--- config.mk ---
export PLATFORM = sky130hd
export DESIGN_NAME = spi_regbank
export DESIGN_NICKNAME = d
export VERILOG_FILES = /design/src/rtl/spi_regbank.sv
export SDC_FILE = /design/constraint.sdc
export NUM_CORES = 1
export LEC_CHECK = 0
export BUFFER_PORTS_ARGS = -buffer_cell sky130_fd_sc_hd__buf_4
export CAP_MARGIN = 20
export CORE_MARGIN = 10
export CORE_UTILIZATION = 50
export DETAILED_ROUTE_END_ITERATION = 8
export PLACE_DENSITY = 0.69
export SETUP_SLACK_MARGIN = 0.3
export SLEW_MARGIN = 20
export SYNTH_ARGS = -nofsm -noshare
export SYNTH_HDL_FRONTEND = slang
export SYNTH_SLANG_ARGS = --single-unit
--- constraint.sdc ---
create_clock -name clk -period 3.6 [get_ports clk]
set_input_delay 0.36 -clock clk [delete_from_list [all_inputs] [get_ports clk]]
set_output_delay 0.36 -clock clk [all_outputs]
set_load 0.1 [all_outputs]
--- src/rtl/spi_regbank.sv ---
// System-clock register bank behind the SPI slave: ID/CTRL/STATUS/EVENT/MASK/TIMER/WRCNT/scratch.
// All outputs are registered; rdat has one clk of latency from addr.
module spi_regbank #(
    parameter int              ASZ      = 7,
    parameter int              DSZ      = 32,
    parameter int              NSCR     = 8,
    parameter logic [DSZ-1:0]  ID_VALUE = 32'h5350_0001
) (
    input  logic           clk,
    input  logic           reset,
    input  logic           we,
    input  logic [ASZ-1:0] addr,
    input  logic [DSZ-1:0] wdat,
    output logic [DSZ-1:0] rdat,
    output logic [DSZ-1:0] ctrl,
    output logic           ctrl_wr,
    input  logic [DSZ-1:0] status_in,
    input  logic [DSZ-1:0] event_in,
    output logic           irq
);

    localparam logic [ASZ-1:0] A_ID     = ASZ'(7'h00);
    localparam logic [ASZ-1:0] A_CTRL   = ASZ'(7'h01);
    localparam logic [ASZ-1:0] A_STATUS = ASZ'(7'h02);
    localparam logic [ASZ-1:0] A_EVENT  = ASZ'(7'h03);
    localparam logic [ASZ-1:0] A_MASK   = ASZ'(7'h04);
    localparam logic [ASZ-1:0] A_TIMER  = ASZ'(7'h05);
    localparam logic [ASZ-1:0] A_WRCNT  = ASZ'(7'h06);
    localparam logic [ASZ-1:0] A_SCR    = ASZ'(7'h08);

    function automatic logic [ASZ-1:0] scr_addr(input int idx);
        scr_addr = A_SCR + ASZ'(idx);
    endfunction

    logic [DSZ-1:0] event_r;
    logic [DSZ-1:0] mask_r;
    logic [DSZ-1:0] timer_r;
    logic [DSZ-1:0] wrcnt_r;
    logic [DSZ-1:0] scratch_r [NSCR];
    logic [DSZ-1:0] event_next_s;
    logic [DSZ-1:0] mask_next_s;
    logic [DSZ-1:0] rd_s;

    // Next EVENT/MASK values; irq is registered from these so it tracks them with one clk latency.
    always_comb begin
        event_next_s = event_r;
        mask_next_s  = mask_r;
        if (we && addr == A_EVENT) begin
            event_next_s = event_r & ~wdat;
        end else begin
            event_next_s = event_r;
        end
        // Set wins over a same-cycle write-1-to-clear.
        event_next_s = event_next_s | event_in;
        if (we && addr == A_MASK) begin
            mask_next_s = wdat;
        end else begin
            mask_next_s = mask_r;
        end
    end

    // Combinational read decode; unmapped addresses read zero.
    always_comb begin
        rd_s = '0;
        case (addr)
            A_ID:     rd_s = ID_VALUE;
            A_CTRL:   rd_s = ctrl;
            A_STATUS: rd_s = status_in;
            A_EVENT:  rd_s = event_r;
            A_MASK:   rd_s = mask_r;
            A_TIMER:  rd_s = timer_r;
            A_WRCNT:  rd_s = wrcnt_r;
            default: begin
                for (int i = 0; i < NSCR; i++) begin
                    if (addr == scr_addr(i)) begin
                        rd_s = scratch_r[i];
                    end else begin
                        rd_s = rd_s;
                    end
                end
            end
        endcase
    end

    // Register state, write path, registered outputs.
    always_ff @(posedge clk or negedge reset) begin
        if (!reset) begin
            rdat    <= '0;
            ctrl    <= '0;
            ctrl_wr <= 1'b0;
            irq     <= 1'b0;
            event_r <= '0;
            mask_r  <= '0;
            timer_r <= '0;
            wrcnt_r <= '0;
            for (int i = 0; i < NSCR; i++) begin
                scratch_r[i] <= '0;
            end
        end else begin
            rdat    <= rd_s;
            event_r <= event_next_s;
            mask_r  <= mask_next_s;
            irq     <= |(event_next_s & mask_next_s);
            ctrl_wr <= we && (addr == A_CTRL);
            if (we && addr == A_CTRL) begin
                ctrl <= wdat;
            end
            if (we && addr == A_TIMER) begin
                timer_r <= wdat;
            end else begin
                timer_r <= timer_r + DSZ'(1);
            end
            if (we) begin
                wrcnt_r <= wrcnt_r + DSZ'(1);
            end
            for (int i = 0; i < NSCR; i++) begin
                if (we && addr == scr_addr(i)) begin
                    scratch_r[i] <= wdat;
                end
            end
        end
    end

endmodule

* Yosys cells after proc, flatten, opt, wreduce, memory -nomap -nowiden
Index checks and enable logic that the tools add are counted.
** Cells by class
- Add/subtract/negate cells :: 2
- Eq/ne operators :: 14
- Mux-type cells :: 12
- Bitwise gates (word level) :: 4
- Reductions and logical operators :: 14
** Operators with widths (number)
- two-way mux 32 bit :: 11
- one-hot mux 32 bit (7 select lines) :: 1
- adder 32 x 1 -> 32 bit, second input constant :: 2
- AND 32 bit :: 2
- equality test 7 x 4 -> 1 bit, second input constant :: 8
- inverter 32 bit :: 1
- OR 32 bit :: 1
- OR reduction 32 bit :: 1
- equality test 7 x 3 -> 1 bit, second input constant :: 3
- equality test 7 x 2 -> 1 bit, second input constant :: 2
- logical AND 1 bit :: 12
- equality test 7 x 1 -> 1 bit, second input constant :: 1
- logical NOT 7 bit :: 1
** Storage, ports and cells
- Register bits after elaboration :: 450
- Input bits :: 106
- Output and inout port bits :: 66
- Word-level logic and storage cells :: 62

* Logic depth before layout (Yosys ltp)
- Depth in word-level cells :: 10
- Mapped depth :: 10
- Gate-level depth less buffers :: 7

* Worst setup path before layout
OpenSTA, ideal clock, no wires.
- Path type :: input port to flip-flop
- Start :: input addr[1]
- End :: register irq
- Library setup time :: 0.139 ns
- Data arrival time :: 3.055 ns
- Setup slack :: 0.406 ns
- Stages :: 8
- Buffers on the path :: 2
- Cells stage by stage :: buf_2 > or4bb_1 > nor2_1 > buf_1 > mux2_2 > a32o_1 > or4_1 > or4_1
** RTL lines
- from (decl) :: line 12 : input logic [ASZ-1:0] addr,
- equality test 7 x 3 -> 1 bit :: line 55 : if (we && addr == A_MASK) begin
- logical AND 1 bit :: line 55
- two-way mux 32 bit :: line 55
- named net mask_next_s[12] :: line 41 : logic [DSZ-1:0] mask_next_s;
- AND 32 bit :: line 103 : irq <= |(event_next_s & mask_next_s);
- OR reduction 32 bit :: line 103
- to (signal assigned) :: line 103
- to (decl) :: line 19 : output logic irq
The timed path passes the listed nets, and every way through them passes these cells.
A chain may end at the register's enable or synchronous reset.

* Final worst setup path
- Start :: input addr[1]
- End :: register rdat[12]
** On the way
- Longest elaborated chain between the ends :: 10
** RTL lines
- equality test 7 x 4 -> 1 bit :: line 75 : if (addr == scr_addr(i)) begin
- two-way mux 32 bit (8 in a row) :: line 75
- one-hot mux 32 bit (7 select lines) * :: line 65 : case (addr)
- named net rd_s[12] :: line 42 : logic [DSZ-1:0] rd_s;
- to (signal assigned) :: line 100 : rdat <= rd_s;
- to (decl) :: line 14 : output logic [DSZ-1:0] rdat,
The timed path passes the listed nets; every way through them passes the cells marked *.

==> results.toml <==
[synthesis]
synth.distinct_cells = 64
synth_compound_area_share_pct = 11.7
synth_top_area_share_pct = 55.3
syn_inst = 1727
avgSynthCellArea_um2 = 11.8
async_flop_share_pct = 100
synth_top_family_by_area = "multiplexers"
syn-num-nets = 1835
ys_seq_area_share_pct = 55.3
synth_mux_area_share_pct = 17.6
synth_fa_ha_area_share_pct = 0.123
yosysTopAreaCell = "dfrtp_1"
yosys.area_share.simple_pct = 9.51
yosysWarnings = 0
ys_ff_latch = 450
syn_area_mm2 = 0.0204
synth_edf_count = 0
synth_ff_type = "dfrtp_1"
synth_xor_xnor_area_share_pct = 2.62
yosys-top-cells-area = "dfrtp_1, mux2_2, nand2_1"

[timing]
slew_headroom_pct = 33.6
max_freq_ghz = 0.341
hold_violations = 0
fin_skew_ns = 0.0255
finalCritPeriodShare_pct = 81.5
fin_crit_ns = 2.93
setup_viol = 0
rsz0062_at_grt = "no"
tns_ns = 0
final_max_slew_viol_count = 0
worst_pin_slew_ns = 0.996

[critical_path]
crit_slowest_cell = "a221oi_1"
crit_chain = "buf_4 > buf_4 > nand2b_1 > nor3_2 > buf_12 > a22oi_1 > nand2_1 > a221oi_1 > buf_4 > nand4_1"
crit_family = "buffers and inverters"
reg2reg_from = "timer_r[0]"
critPathBufInv = 4
required_ns = 4.04
crit_end = "rdat[12]"
startpoint = "addr[1]"
r2r_cells = 8
r2r_slack_ns = 1.08
cp-end-kind = "flip-flop"
r2r_end = "timer_r[24]"
crit_arrival_ns = 3.37
crit_path_frequent_cell = "buf_4"
crit_fanout = 49
path_class = "primary input to flip-flop"
slowest_delay_ns = 0.79
start_kind = "primary input"
cp.depth = 10

[place]
hpwl_um = 45100
portBuffers = 171
place.gp.congestion = 0.933
dp_cells = 2346
place_area_mm2 = 0.0225

[clock_network]
cts_made_buffers = 47
clk-insertion-delay-late_ns = 0.60
clk_pin_slew_ns = 0.06
tritoncts = "built"
root_buffer = "clkbuf_16"
cts_hold_buffers = 16
post_cts_resized = 0
cts_htree_levels = 2
clock_sinks = 450
clockBufferDepth = 3
cts_setup_buffers = 0

[floorplan]
fp.dieW_um = 222
row_count = 73
core_mm2 = 0.0400
start_util_pct = 50.9
die_h_um = 222
ios = 172
dieArea_mm2 = 0.0492

[cells_and_area]
nets = 1994
mostFrequentLayoutCell = "dfrtp_1"
seqCellArea_mm2 = 0.0113
multi_input_area_mm2 = 0.00854
drive_above_1_share_pct = 31.6
final_cell_mix = "dfrtp_1, mux2_2, buf_4, nand2_1, o21ai_0"
instances_no_fill = 2446
fin_area_mm2 = 0.0242
syn2layout_area_growth_pct = 19.0
fill_cells = 3199

[drt]
remaining_drc_errors = 0
drtAntennaViolNets = 0
drt_iter0_markers = 1793
top_layer_used = "met5"
dr_wl_met2_um = 30500
vias_per_cell = 6.32
wl_met3_um = 5700
wire_per_inst_um = 27.2
drt-pass1-iter-count = 9
wl_met1_um = 27600
totalWireLength_um = 66500
num_vias = 15400

[min_path]
hp-class = "primary input to flip-flop"

[grt]
grt_start_max_net_pins = 94
grt_pass1_wl_um = 101000
antenna_found_initial = 5
grt_pass1_vias = 15800
grt_overflow = 0
track_usage_pct = 26.6

[job]
drv_cap = 0

[power_and_ir_drop]
ir_drop_v = 0.000336
powerDensity_mw_per_mm2 = 509
p_total_uw = 12300
power_leakage_uw = 0.0112

[outcome]
status = "finished clean"
-- cells in the mapped netlist, types with 6 or more instances --
| library cell | instances |
|---|---|
| and3_1 | 21 |
| o32ai_1 | 11 |
| xor2_1 | 26 |
| xnor2_1 | 35 |
| nand2b_1 | 13 |
| buf_2 | 10 |
| a211oi_1 | 7 |
| o2bb2ai_1 | 14 |
| nand3_1 | 55 |
| o22ai_1 | 10 |
| inv_1 | 23 |
| a22o_1 | 13 |
| buf_1 | 15 |
| nand2_1 | 167 |
| a21oi_1 | 45 |
| clkbuf_1 | 116 |
| a21o_1 | 16 |
| and4_1 | 6 |
| and2_1 | 15 |
| nor2_1 | 58 |
| a221oi_1 | 9 |
| mux4_2 | 27 |
| mux2i_1 | 22 |
| nand4_1 | 26 |
| o21ai_0 | 113 |
| mux2_2 | 242 |
| a22oi_1 | 60 |
| a222oi_1 | 24 |
| nor3_1 | 14 |
| a31oi_1 | 8 |
| dfrtp_1 | 450 |
-- worst min path at each step --
stage / start / to / slack (ns) / depth (start not counted)
4_1_cts: event_in[0] / event_r[0] / 0.007 / 2
3_5_place_dp: reset / ctrl[25] / 0.46 / 1
2_1_floorplan: reset / ctrl[0] / 0.06 / 0
5_1_grt: event_in[0] / event_r[0] / 0.03 / 2
3_3_place_gp: reset / ctrl[17] / 0.46 / 1
6_report: event_in[7] / event_r[7] / 0.03 / 2
-- area by class of cell --
cell class                      instances  share of cell area [%]
Inverter                               23                   0.356
Antenna cell                            2                  0.0207
Clock inverter                         12                   0.630
Multi-Input combinational cell       1112                    35.2
Sequential cell                       450                    46.5
Timing Repair Buffer                  252                    8.83
Tap cell                              525                    2.71
Clock buffer                           70                    5.75
-- power breakdown --
part	total [uW]	switching, uW	internal [uW]
Combinational	1540	914	621
Sequential	5890	393	5500
Clock	4890	2010	2880
Total	12300	3320	9010
-- per-stage QoR --
stage               utilization, %  setup WS [ns]  hold slack [ns]
global placement              56.3          0.288            0.457
global route                  60.6          0.638           0.0274
floorplan                        -          0.406           0.0644
detailed placement            56.3          0.291            0.455
finish                        60.6          0.666           0.0251
CTS                           60.6          0.881          0.00749
-- per-layer routing --
layer	global-route usage, %	vias to the layer above
met5	0	-
met4	11.5	6
met3	4.84	169
met2	41.3	795
met1	36.0	7881
li1	-	6598
-- cells by family (layout without fill, tap and decap cells) --
kind of cell,Yosys count,after routing
DFF,450,450
and+or+nand+nor,403,403
xor gates and xnor gates,61,61
adders and majority gates,2,2
AOI/OAI and AO/OA,353,353
other,0,2
buffers and inverters,165,357
muxes,293,293
-- flip-flops by register name (all words and copies together), names as in the netlist --
signal     cells
event_r       32
irq            1
ctrl_wr        1
mask_r        32
rdat          32
ctrl          32
wrcnt_r       32
scratch_r    256
timer_r       32
-- worst reg2reg max path, cell delays in order (launching register included) --
cell and delay (ns):
dfrtp_1 0.46, ha_1 0.23, and3_1 0.24, nand4_1 0.10
buf_4 0.19, nor3_1 0.72, nand3_1 0.19, xor2_1 0.19
a21oi_1 0.15
Note: power is estimated with default switching activity, not from simulation.
